--- config.mk ---
export PLATFORM = sky130hd
export DESIGN_NAME = monitor_counters_sampler
export DESIGN_NICKNAME = d
export VERILOG_FILES = /design/src/rtl/monitor_counters_sampler.sv
export SDC_FILE = /design/constraint.sdc
export NUM_CORES = 1
export LEC_CHECK = 0
export ABC_AREA = 1
export BUFFER_PORTS_ARGS = -buffer_cell sky130_fd_sc_hd__buf_4
export CAP_MARGIN = 40
export CORE_UTILIZATION = 40
export DETAILED_ROUTE_END_ITERATION = 8
export PLACE_DENSITY_LB_ADDON = 0.08
export SETUP_SLACK_MARGIN = 0.2
export SYNTH_ARGS = -nofsm -noshare
export SYNTH_HDL_FRONTEND = slang
export SYNTH_SLANG_ARGS = --single-unit
export TNS_END_PERCENT = 50
--- constraint.sdc ---
create_clock -name clk_i -period 6.7 [get_ports clk_i]
set_clock_uncertainty 0.05 [all_clocks]
set_input_delay 1.34 -clock clk_i [delete_from_list [all_inputs] [get_ports clk_i]]
set_output_delay 1.34 -clock clk_i [all_outputs]
set_load 0.03 [all_outputs]
--- src/rtl/monitor_counters_sampler.sv ---
// Purpose: register-bus master that sweeps the counter block (read, optional clear) into one atomic snapshot.
// Latency: start -> first request 1 cycle; zero-wait sweep 2*NUM_CNT+1 cycles, 4*NUM_CNT+1 with clear.
// Backpressure: requests held stable until rsp_ready_i; starts arriving while busy are dropped and flagged on overrun_o.
module monitor_counters_sampler #(
  parameter int AW        = 6,
  parameter int DW        = 32,
  parameter int NUM_CNT   = 8,
  parameter int BASE_ADDR = 0,
  parameter int PERIOD_W  = 32
) (
  input  logic                  clk_i,
  input  logic                  rst_i,
  input  logic                  enable_i,
  input  logic [PERIOD_W-1:0]   period_i,
  input  logic                  trigger_i,
  input  logic                  clear_after_read_i,
  output logic                  req_valid_o,
  output logic                  req_write_o,
  output logic [AW-1:0]         req_addr_o,
  output logic [DW-1:0]         req_wdata_o,
  output logic [DW/8-1:0]       req_wstrb_o,
  input  logic                  rsp_ready_i,
  input  logic [DW-1:0]         rsp_rdata_i,
  input  logic                  rsp_error_i,
  output logic [NUM_CNT*DW-1:0] snap_data_o,
  output logic                  snap_valid_o,
  output logic                  snap_error_o,
  output logic                  busy_o,
  output logic                  overrun_o,
  output logic [15:0]           sample_cnt_o
);

  localparam int            IW       = (NUM_CNT > 1) ? $clog2(NUM_CNT) : 1;
  localparam logic [IW-1:0] LAST_IDX = IW'(NUM_CNT - 1);
  localparam logic [AW-1:0] BASE     = AW'(BASE_ADDR);

  typedef enum logic [1:0] {IDLE, READ, CLEAR, DONE} state_t;

  state_t                state, state_nxt;
  logic [IW-1:0]         idx;
  logic                  clr_flag;
  logic                  err_flag;
  logic                  enable_q;
  logic [PERIOD_W-1:0]   timer;
  logic [PERIOD_W-1:0]   reload_val;
  logic [NUM_CNT*DW-1:0] shadow;
  logic [AW-1:0]         idx_addr;

  logic tmr_run, enable_rise, tmr_expire, start_evt, xfer, last_idx;
  logic accept, issue, issue_write, idx_inc, done;

  // The enable edge reloads the timer, so it must not also count as an expiry:
  // the first periodic start comes a full period after enable rises.
  assign tmr_run     = enable_i && (period_i != '0);
  assign enable_rise = enable_i && !enable_q;
  assign tmr_expire  = tmr_run && (timer == '0) && !enable_rise;
  assign start_evt   = trigger_i || tmr_expire;
  assign xfer        = req_valid_o && rsp_ready_i;
  assign last_idx    = (idx == LAST_IDX);
  assign idx_addr    = BASE + AW'({idx, 2'b00});
  assign reload_val  = (period_i == '0) ? '0 : period_i - PERIOD_W'(1);
  assign req_wdata_o = '0;

  // State register.
  always_ff @(posedge clk_i) begin
    if (rst_i) state <= IDLE;
    else       state <= state_nxt;
  end

  // Next state and sweep control strobes; a new request is issued only when none is outstanding,
  // which leaves one idle bus cycle after every completion.
  always_comb begin
    state_nxt   = state;
    accept      = 1'b0;
    issue       = 1'b0;
    issue_write = 1'b0;
    idx_inc     = 1'b0;
    done        = 1'b0;
    case (state)
      IDLE: begin
        if (start_evt) begin
          state_nxt = READ;
          accept    = 1'b1;
        end
      end
      READ: begin
        if (!req_valid_o) begin
          issue = 1'b1;
        end else if (rsp_ready_i) begin
          if (clr_flag)      state_nxt = CLEAR;
          else if (last_idx) state_nxt = DONE;
          else               idx_inc   = 1'b1;
        end
      end
      CLEAR: begin
        if (!req_valid_o) begin
          issue       = 1'b1;
          issue_write = 1'b1;
        end else if (rsp_ready_i) begin
          if (last_idx) begin
            state_nxt = DONE;
          end else begin
            state_nxt = READ;
            idx_inc   = 1'b1;
          end
        end
      end
      DONE: begin
        state_nxt = IDLE;
        done      = 1'b1;
      end
      default: state_nxt = IDLE;
    endcase
  end

  // Registered bus request, sweep index, latched clear flag and sweep error accumulation.
  always_ff @(posedge clk_i) begin
    if (rst_i) begin
      req_valid_o <= 1'b0;
      req_write_o <= 1'b0;
      req_addr_o  <= '0;
      req_wstrb_o <= '0;
      idx         <= '0;
      clr_flag    <= 1'b0;
      err_flag    <= 1'b0;
      busy_o      <= 1'b0;
    end else begin
      if (accept) begin
        req_valid_o <= 1'b1;
        req_write_o <= 1'b0;
        req_addr_o  <= BASE;
        req_wstrb_o <= '0;
        idx         <= '0;
        clr_flag    <= clear_after_read_i;
        err_flag    <= 1'b0;
        busy_o      <= 1'b1;
      end else if (issue) begin
        req_valid_o <= 1'b1;
        req_write_o <= issue_write;
        req_addr_o  <= idx_addr;
        req_wstrb_o <= {(DW/8){issue_write}};
      end else if (xfer) begin
        req_valid_o <= 1'b0;
        err_flag    <= err_flag | rsp_error_i;
      end
      if (idx_inc) idx <= idx + IW'(1);
      if (done)    busy_o <= 1'b0;
    end
  end

  // Shadow capture per read; the whole shadow is published at once when the sweep finishes.
  always_ff @(posedge clk_i) begin
    if (rst_i) begin
      shadow       <= '0;
      snap_data_o  <= '0;
      snap_valid_o <= 1'b0;
      snap_error_o <= 1'b0;
      sample_cnt_o <= '0;
    end else begin
      snap_valid_o <= done;
      if (xfer && !req_write_o) shadow[idx*DW +: DW] <= rsp_rdata_i;
      if (done) begin
        snap_data_o  <= shadow;
        snap_error_o <= err_flag;
        sample_cnt_o <= sample_cnt_o + 16'd1;
      end
    end
  end

  // Period timer: reloads on any start (accepted or dropped) and on the enable edge, otherwise counts down while running.
  always_ff @(posedge clk_i) begin
    if (rst_i) begin
      timer     <= '0;
      enable_q  <= 1'b0;
      overrun_o <= 1'b0;
    end else begin
      enable_q  <= enable_i;
      overrun_o <= start_evt && (state != IDLE);
      if (start_evt || enable_rise)    timer <= reload_val;
      else if (tmr_run && timer != '0) timer <= timer - PERIOD_W'(1);
    end
  end

endmodule

* Word-level counts from Yosys, hierarchy flattened *
Cells that the tools add are included.

cells by class
  reductions and logical operators = 27
  shift-type cells = 2
  add/sub/neg operators = 5
  multiplexer cells = 31
  bitwise gates (word level) = 2
  equality and inequality tests = 10

operator list
  cell                                                                       number
  256-bit bitwise mux                                                        1
  32-bit by 34-bit variable shift with 256-bit output, first input constant  1
  32-bit by 34-bit indexed part select with 256-bit output                   1
  32-bit two-way mux                                                         3
  32-bit logical NOT                                                         2
  32-bit nonzero test                                                        2
  32-bit by 1-bit subtractor with 32-bit output, second input constant       2
  8-bit negation with 34-bit output                                          1
  16-bit by 1-bit adder with 16-bit output, second input constant            1
  2-bit two-way mux                                                          8
  1-bit two-way mux                                                          15
  2-bit inequality test, second input constant                               5
  1-bit logical AND                                                          8
  2-bit case mux with 4 select lines                                         1
  3-bit two-way mux                                                          2
  6-bit AND reduction                                                        1
  2-bit nonzero test                                                         3
  2-bit OR reduction                                                         3
  2-bit equality test, second input constant                                 2
  3-bit by 1-bit adder with 3-bit output, second input constant              1
  3-bit equality test, second input constant                                 1
  1-bit logical NOT                                                          3
  3-bit inequality test, second input constant                               1
  3-bit nonzero test                                                         1
  7 further kinds                                                            8

storage, ports and cells
  output and inout port bits = 320
  bits in registers = 578
  word-level logic and storage cells = 94
  input bits = 71

* Longest topological paths before layout *
Gate-level depths: netlist of the first run.

  depth after elaboration = 9
  gate-level depth with buffers = 15

* Worst setup path after synthesis of the first run *
Ideal clock, no wire load.

  path kind = input to register
  start = input port period_i[0]
  end = register timer[25]
  stages = 14
  setup slack = 3.804 ns
  arrival time = 2.713 ns
  buffers on the path = 1
  cells stage by stage = inv_1 > ha_1 > nand2_2 > nor2_4 > nand2_2 > inv_2 > nand2_2 > nand3_1 > nand3_4 > inv_2 > buf_6 > o21ai_0 > nand2_1 > a21oi_1

on the way
  word-level cells in the longest chain between the ends = 7
  elaborated cells on any way between the ends = 12
  those cells by class = 1 x add/sub; 2 x mux; 9 x reduce/logical

RTL lines
  what                                                                                   RTL line  RTL
  start: declaration                                                                     14        input logic [PERIOD_W-1:0] period_i,
  branches (longest 7 deep; another with 32-bit by 1-bit subtractor with 32-bit output)  --
  end signal: assignment                                                                 179       if (start_evt || enable_rise) timer <= reload_val;
  end signal: assignment                                                                 180       else if (tmr_run && timer != '0) timer <= timer - PERIOD_W'(1);
  end: declaration                                                                       44        logic [PERIOD_W-1:0] timer;

Parallel ways; which one is timed is not known.
A chain may end at the register's enable or synchronous reset.

* Worst setup path in the final report of the first run *
  start = register idx[0]
  end = register shadow[201]

on the way
  word-level cells in the longest chain between the ends = 3
  elaborated cells on any way between the ends = 4
  those cells by class = 1 x add/sub; 2 x shift; 1 x mux

RTL lines
  what                                                                                                                             RTL line  RTL
  start: declaration                                                                                                               40        logic [IW-1:0] idx;
  start signal: assignment                                                                                                         146       if (idx_inc) idx <= idx + IW'(1);
  8-bit negation with 34-bit output (*)                                                                                            161       if (xfer && !req_write_o) shadow[idx*DW +: DW] <= rsp_rdata_i;
  32-bit by 34-bit indexed part select with 256-bit output or 32-bit by 34-bit variable shift with 256-bit output (tied branches)  161
  256-bit bitwise mux (*)                                                                                                          161
  end signal: indexed assignment                                                                                                   161
  end: declaration                                                                                                                 46        logic [NUM_CNT*DW-1:0] shadow;

Mark *: on every way between the ends. The rest lies on a longest branch, timed or not.

==> metrics.txt, run 1 <==
Die X-Extent 241 µm; Post-CTS Setup Bufs 0; FFs w/ async S/R, synth 0%; Slew Viols, Final 0; final setup TNS 0 ns; Fmax 232 MHz; Final nets 3324; antenna viol nets, final 0; n_diodes 0; most frequent cell after synthesis nand2_1; slew margin rel. 11.5%; worst-path maximum fanout 24; Filler Cell Count 5601; Least-Margin Pin Slew 1.33 ns; R2R cell count 12; DIE AREA 0.0580 mm²; Final min period 4.30 ns; Post-Synth XOR/XNOR Area 1.69%; CTS clk-pin slew, worst paths 0.06 ns; #FFs+latches synth 577; DIE HEIGHT 241 µm; Setup CP Type reg2reg; clk sinks 577; clock buffer depth 3; Layout area overhead 22.3%; Yosys top cell by area dfxtp_1; Root Buffer clkbuf_16; Vias/cell 5.14; cts hold-fix bufs 0; Psw 1960 µW; synthesized area per cell 7.62 µm²; Mapped Area 0.0228 mm²; Syn. warnings 0; Int Power 5680 µW; Top FF cell, synth dfxtp_1; total number of vias 20800; post-cts sizing count 0; leak pwr 0.0126 µW; global-route wire length before repair 117 mm; Syn Inst Count 2994; Yosys cell types 44; First DRT Iteration DRCs 1500; Initial Util 40.4%; vias in the first global route 19200; VDD IR-drop max 0.000204 V; outcome completed; Post-Synth Adder-Cell Area 0.713%; Data arrival, critical path 4.80 ns; GRT overflow 0; routed wire length 78.4 mm; core box area 0.0564 mm²; fin crit share 64.2%; Logic pwr share 8.9%; final core occ 49.5%; initial antenna violation count 1; worst hold path cell count 2; max-cap viol count 0; largest net degree at the start of global routing 224; switching portion of total power 25.6%; total track usage 26.5%; Clock Latency Late Sink 0.62 ns; TritonRoute pass-1 iters 5; number of H-tree levels 2; RSZ-0062 raised after global routing no; PortBufs 355; fraction of layout cells with a size suffix above 1 16.3%; row count 87; Clk pwr share 44.6%; Crit path required time 7.19 ns; largest cells by area after synthesis dfxtp_1 51%, nand2_1 11%, nand3_1 7.1%; sequential share of power 46.5%; Worst setup EP type flip-flop; detailed-route wire length per cell 19.4 µm; # setup viols final 0; largest family of logic cells by synthesized area simple AND/OR/NAND/NOR gates; EDFF count, synth 0; ratio of total power to cell area 274 mW/mm²; final hold violations 0; compound-gate portion of the synthesized area 12.9%; CTS tree yes; Hold WC Path Type reg2reg; DRC viols 0; Routability Congestion 0.890; Seq/Total Area, Yosys 50.7%; multiplexer share of the synthesized area 0%; Startpoint Class flip-flop; share of the synthesized area in the top cell type 50.7%; most instantiated cells after synthesis 682 x nand2_1, 577 x dfxtp_1, 324 x nand3_1; # IOs 391; simple-gate area share of the yosys netlist 26.3%; cts bufs inserted 60; Detailed Place HPWL 54.8 mm
==> critical path: stages, from the launching register on <==
cell     delay [ns]
dfxtp_1        0.83
inv_2          0.10
ha_1           0.23
ha_1           0.21
nor2_2         0.41
buf_6          0.24
inv_2          0.16
a21oi_1        0.23
nand3_1        0.53
inv_1          0.74
buf_8          0.25
o21ai_0        0.09
a21oi_1        0.16
==> layout make-up <==
cell class	count	area (µm²)	area share (%)
clock inverters	18	229	0.821
clock buffers	87	1790	6.43
inverters	177	679	2.44
multi-input cells	2046	9660	34.6
flip-flops and latches	577	11600	41.4
well taps	756	946	3.39
repair buffers	378	3030	10.9
==> per-stage QoR <==
step                      area (µm²)  setup WS, ns  power (µW)  hold WS, ns  cells
after global placement         25600          1.89        4280        0.372   3923
after floorplan                22900          3.80        4070        0.364   3028
after CTS                      27900          2.47        7710        0.393   4039
after detailed placement       25900          2.47        4300        0.373   3934
final                          27900          2.40        7640        0.384   4039
after global routing           27900          1.94        7920        0.410   4039
==> power groups by stage <==
stage	clock, µW	combinational (µW)	sequential (µW)
after detailed placement	0	675	3630
after CTS	3480	677	3550
after floorplan	0	443	3630
after global placement	0	654	3630
after global routing	3620	744	3560
final	3410	677	3560
==> final timing paths <==
kind / start / endpoint / slack (ns)
worst min-delay path: shadow[123]$_SDFFE_PP0P_ / snap_data_o[123]$_SDFFE_PP0P_ / 0.38
worst min register to register: shadow[123]$_SDFFE_PP0P_ / snap_data_o[123]$_SDFFE_PP0P_ / 0.38
worst max register to register: idx[0]$_SDFFE_PP0P_ / shadow[201]$_SDFFE_PP0P_ / 2.40
worst max-delay path: idx[0]$_SDFFE_PP0P_ / shadow[201]$_SDFFE_PP0P_ / 2.40
==> flip-flops by register name (all words and copies together), names as in the netlist <==
| register | flops |
|---|---|
| enable_q | 1 |
| idx | 3 |
| snap_valid_o | 1 |
| overrun_o | 1 |
| state | 2 |
| busy_o | 1 |
| timer | 32 |
| err_flag | 1 |
| req_valid_o | 1 |
| clr_flag | 1 |
| snap_data_o | 256 |
| req_addr_o | 3 |
| shadow | 256 |
| req_wstrb_o | 1 |
| sample_cnt_o | 16 |
| snap_error_o | 1 |
==> layout by cell type, fill, tap and decap left out, types with 5 or more instances in the layout <==
cell and instances:
nand2_1 682, dfxtp_1 577, buf_4 364, nand3_1 324
nor2_1 308, o21ai_0 235, a21oi_1 218, inv_1 162
clkbuf_16 61, nor3_1 45, conb_1 35, a211oi_1 32
xor2_1 24, xnor2_1 20, a211oi_2 18, clkbuf_8 17
a31oi_1 16, nand4_1 13, ha_1 13, inv_2 12
nor4_1 10, clkbuf_1 9, nor2_2 8, o21ai_1 8
nor2_4 7, clkinv_2 6, buf_12 5, buf_16 5
==> metal layers <==
| layer | routed length [µm] | GRT usage [%] | vias to the layer above |
|---|---|---|---|
| met5 | 0 | 0 | - |
| li1 | - | - | 10200 |
| met4 | 1610 | 6.35 | 0 |
| met3 | 5180 | 5.40 | 88 |
| met2 | 36300 | 42.8 | 547 |
| met1 | 35300 | 36.1 | 9880 |
==> cells by family (layout without fill, tap and decap cells) <==
kind of cell | count (synthesis) | in the layout
simple gates | 1417 | 1417
flops | 577 | 577
compound gates | 537 | 537
buf+inv | 405 | 660
xor+xnor | 44 | 44
fa+ha+maj | 13 | 13
other cells | 1 | 35
(Power assumes the default switching activity.)
==> run 2, diff against run 1 <==
clock period = 3.65 ns   (was 6.7 ns; I/O delays follow)
==> run 2 against run 1 <==
Effect of this change: critical path depth fell by 3; largest power group unchanged; cell area rose by 0.73%; via count rose by 0.86%.
==> metrics.txt, run 2 (synthesis results as in run 1) <==
Seq. cell area 0.0116 mm² (unchanged); Root Buffer clkbuf_16; core box area 0.0564 mm² (unchanged); DIE HEIGHT 241 µm (unchanged); Filler Cell Count 5643 (+0.75%); Vias/cell 5.14 (about the same); largest net degree at the start of global routing 177 (-21%); First DRT Iteration DRCs 1590 (+6.0%); Fmax 344 MHz (+48%); Crit. path cell count 9 (-3); Initial Util 40.4% (unchanged); Data arrival, critical path 3.41 ns (-1.39 ns); Die X-Extent 241 µm (unchanged); CTS clk-pin slew, worst paths 0.06 ns (about the same); Slew Viols, Final 0 (unchanged); routed wire length 79.8 mm (+1.9%); Clk pwr share 44.8% (+0.2 points); Worst setup endpoint shadow[48]$_SDFFE_PP0P_; Crit path required time 4.15 ns (-3.04 ns); switching portion of total power 25.9% (+0.28 points); commonest non-fill, non-tap cell in the layout nand2_1; detailed-route wire length per cell 19.6 µm (+0.94%); max-cap viol count 0 (unchanged); Setup CP Type reg2reg; Final nets 3352 (+0.84%); clk sinks 577 (unchanged); total track usage 27.0% (+0.58 points); final setup TNS 0 ns (unchanged); Final min period 2.91 ns (-1.40 ns); Routability Congestion 0.874 (-1.8%); worst-path cell chain inv_1 -> ha_1 -> inv_2 -> nor2_2 -> inv_2 -> nor2_4 -> buf_4 -> o21ai_0 -> a21oi_1; sequential share of power 46.1% (-0.4 points); TritonRoute pass-1 iters 5 (unchanged); # setup viols final 0 (unchanged); Worst Setup SP idx[1]$_SDFFE_PP0P_; CTS tree yes; clock buffer depth 3 (unchanged); Int Power 10500 µW (+84%); Startpoint Class flip-flop; Post-CTS Setup Bufs 0 (unchanged); Least-Margin Pin Slew 0.897 ns (-0.431 ns); slew margin rel. 40.2% (+29 points); cell mode on critical path inv_2; VDD IR-drop max 0.000377 V (+84%); number of H-tree levels 2 (unchanged); Logic pwr share 9.1% (+0.2 points); Layout area overhead 23.2%; Psw 3660 µW (+87%); global-route wire length before repair 119 mm (+1.9%); Reg2Reg Setup Slack 0.74 ns (-1.65 ns); ratio of total power to cell area 503 mW/mm² (+84%); DRC viols 0 (unchanged); row count 87 (unchanged); post-cts sizing count 0 (unchanged); R2R cell count 9 (-3); Critical R2R Launch idx[1]$_SDFFE_PP0P_; crit path buf inv count 4 (-1); Detailed Place HPWL 56.1 mm (+2.4%); biggest regs shadow: 256 flops, snap_data_o: 256 flops, timer: 32 flops; CP max stage cell ha_1; worst stage delay on the critical path 0.65 ns (-0.18 ns); worst-path maximum fanout 23 (-4.2%); final hold violations 0 (unchanged); Clock Latency Late Sink 0.63 ns (about the same); grt met2 use 42.6% (-0.14 points); initial antenna violation count 2 (+1); worst reg2reg path endpoint shadow[48]$_SDFFE_PP0P_; RSZ-0062 raised after global routing no; Hold WC Path Type in2reg; DIE AREA 0.0580 mm² (unchanged); antenna viol nets, final 0 (unchanged); PortBufs 355 (unchanged); vias in the first global route 19600 (+1.9%); GRT overflow 0 (unchanged); total number of vias 20900 (+0.86%); fin crit share 79.6% (+15 points); most crowded layer after global routing met2; outcome completed; area of the multi-input gates 0.00966 mm² (unchanged); worst hold-check slack 0.332 ns (-0.0514 ns); met1 usage 37.8% (+1.7 points); most frequent cells in the layout 682 x nand2_1, 577 x dfxtp_1, 396 x buf_4, 324 x nand3_1, 308 x nor2_1; leak pwr 0.0127 µW (+1.2%); n_diodes 0 (unchanged); Top delay family on crit path buffers and inverters; fraction of layout cells with a size suffix above 1 17.1% (+0.78 points); cts hold-fix bufs 0 (unchanged); # IOs 391 (unchanged); cts bufs inserted 60 (unchanged); Worst setup EP type flip-flop; GR met3 Demand/Resource 4.61% (-0.79 points)
run 2: cell types whose count changed in the layout (fill, tap and decap cells not counted):
cell	delta
inv_6	-1
clkbuf_1	+5
clkinv_2	+8
clkinv_4	-4
buf_12	+3
buf_16	-3
clkinv_16	+1
buf_6	-1
inv_16	-1
buf_8	-3
clkinv_8	+1
buf_4	+32
run 2: through the flow:
stage | instances | total power, µW | util [%] | setup slack [ns] | cell area, µm²
floorplan | 3028 | 7470 | - | 1.36 | 22900
global placement | 3960 | 7910 | 46.1 | 0.646 | 26000
detailed placement | 3962 | 7930 | 46.2 | 0.645 | 26000
CTS | 4076 | 14200 | 49.8 | 0.773 | 28100
global route | 4076 | 14600 | 49.8 | 0.406 | 28100
finish | 4076 | 14100 | 49.8 | 0.743 | 28100
run 2: power by group through the flow:
| stage | Clock (µW) | Combinational, µW | Sequential (µW) |
|---|---|---|---|
| floorplan | 0 | 813 | 6660 |
| global placement | 0 | 1250 | 6660 |
| detailed placement | 0 | 1270 | 6660 |
| CTS | 6450 | 1280 | 6520 |
| global route | 6690 | 1400 | 6530 |
| finish | 6340 | 1280 | 6520 |
run 2: how the worst min path moves through the flow:
stage	startpoint	to	cells past startpoint
after detailed placement	shadow[41]$_SDFFE_PP0P_	snap_data_o[41]$_SDFFE_PP0P_	2
after global placement	shadow[0]$_SDFFE_PP0P_	snap_data_o[0]$_SDFFE_PP0P_	2
after CTS	rsp_error_i	err_flag$_SDFFE_PP0P_	3
final	rsp_error_i	err_flag$_SDFFE_PP0P_	3
after floorplan	shadow[0]$_SDFFE_PP0P_	snap_data_o[0]$_SDFFE_PP0P_	2
after global routing	rsp_error_i	err_flag$_SDFFE_PP0P_	3
run 2: cell type report:
class | count | share of cell area [%]
flip-flops and latches | 577 | 41.1
well taps | 756 | 3.37
clock buffers | 92 | 6.45
repair buffers | 406 | 11.3
inverters | 177 | 2.42
clock inverters | 22 | 0.895
multi-input cells | 2046 | 34.4
run 2: worst min-delay path, cell delays in order:
cell,delay [ns]
buf_4,0.11
nand2_1,0.05
a21oi_1,0.05
run 2: per-layer routing:
| metal | routed length (µm) | part of all wire [%] |
|---|---|---|
| met5 | 0 | 0 |
| met4 | 2170 | 2.7 |
| met3 | 4800 | 6.0 |
| met2 | 36400 | 46 |
| met1 | 36500 | 46 |
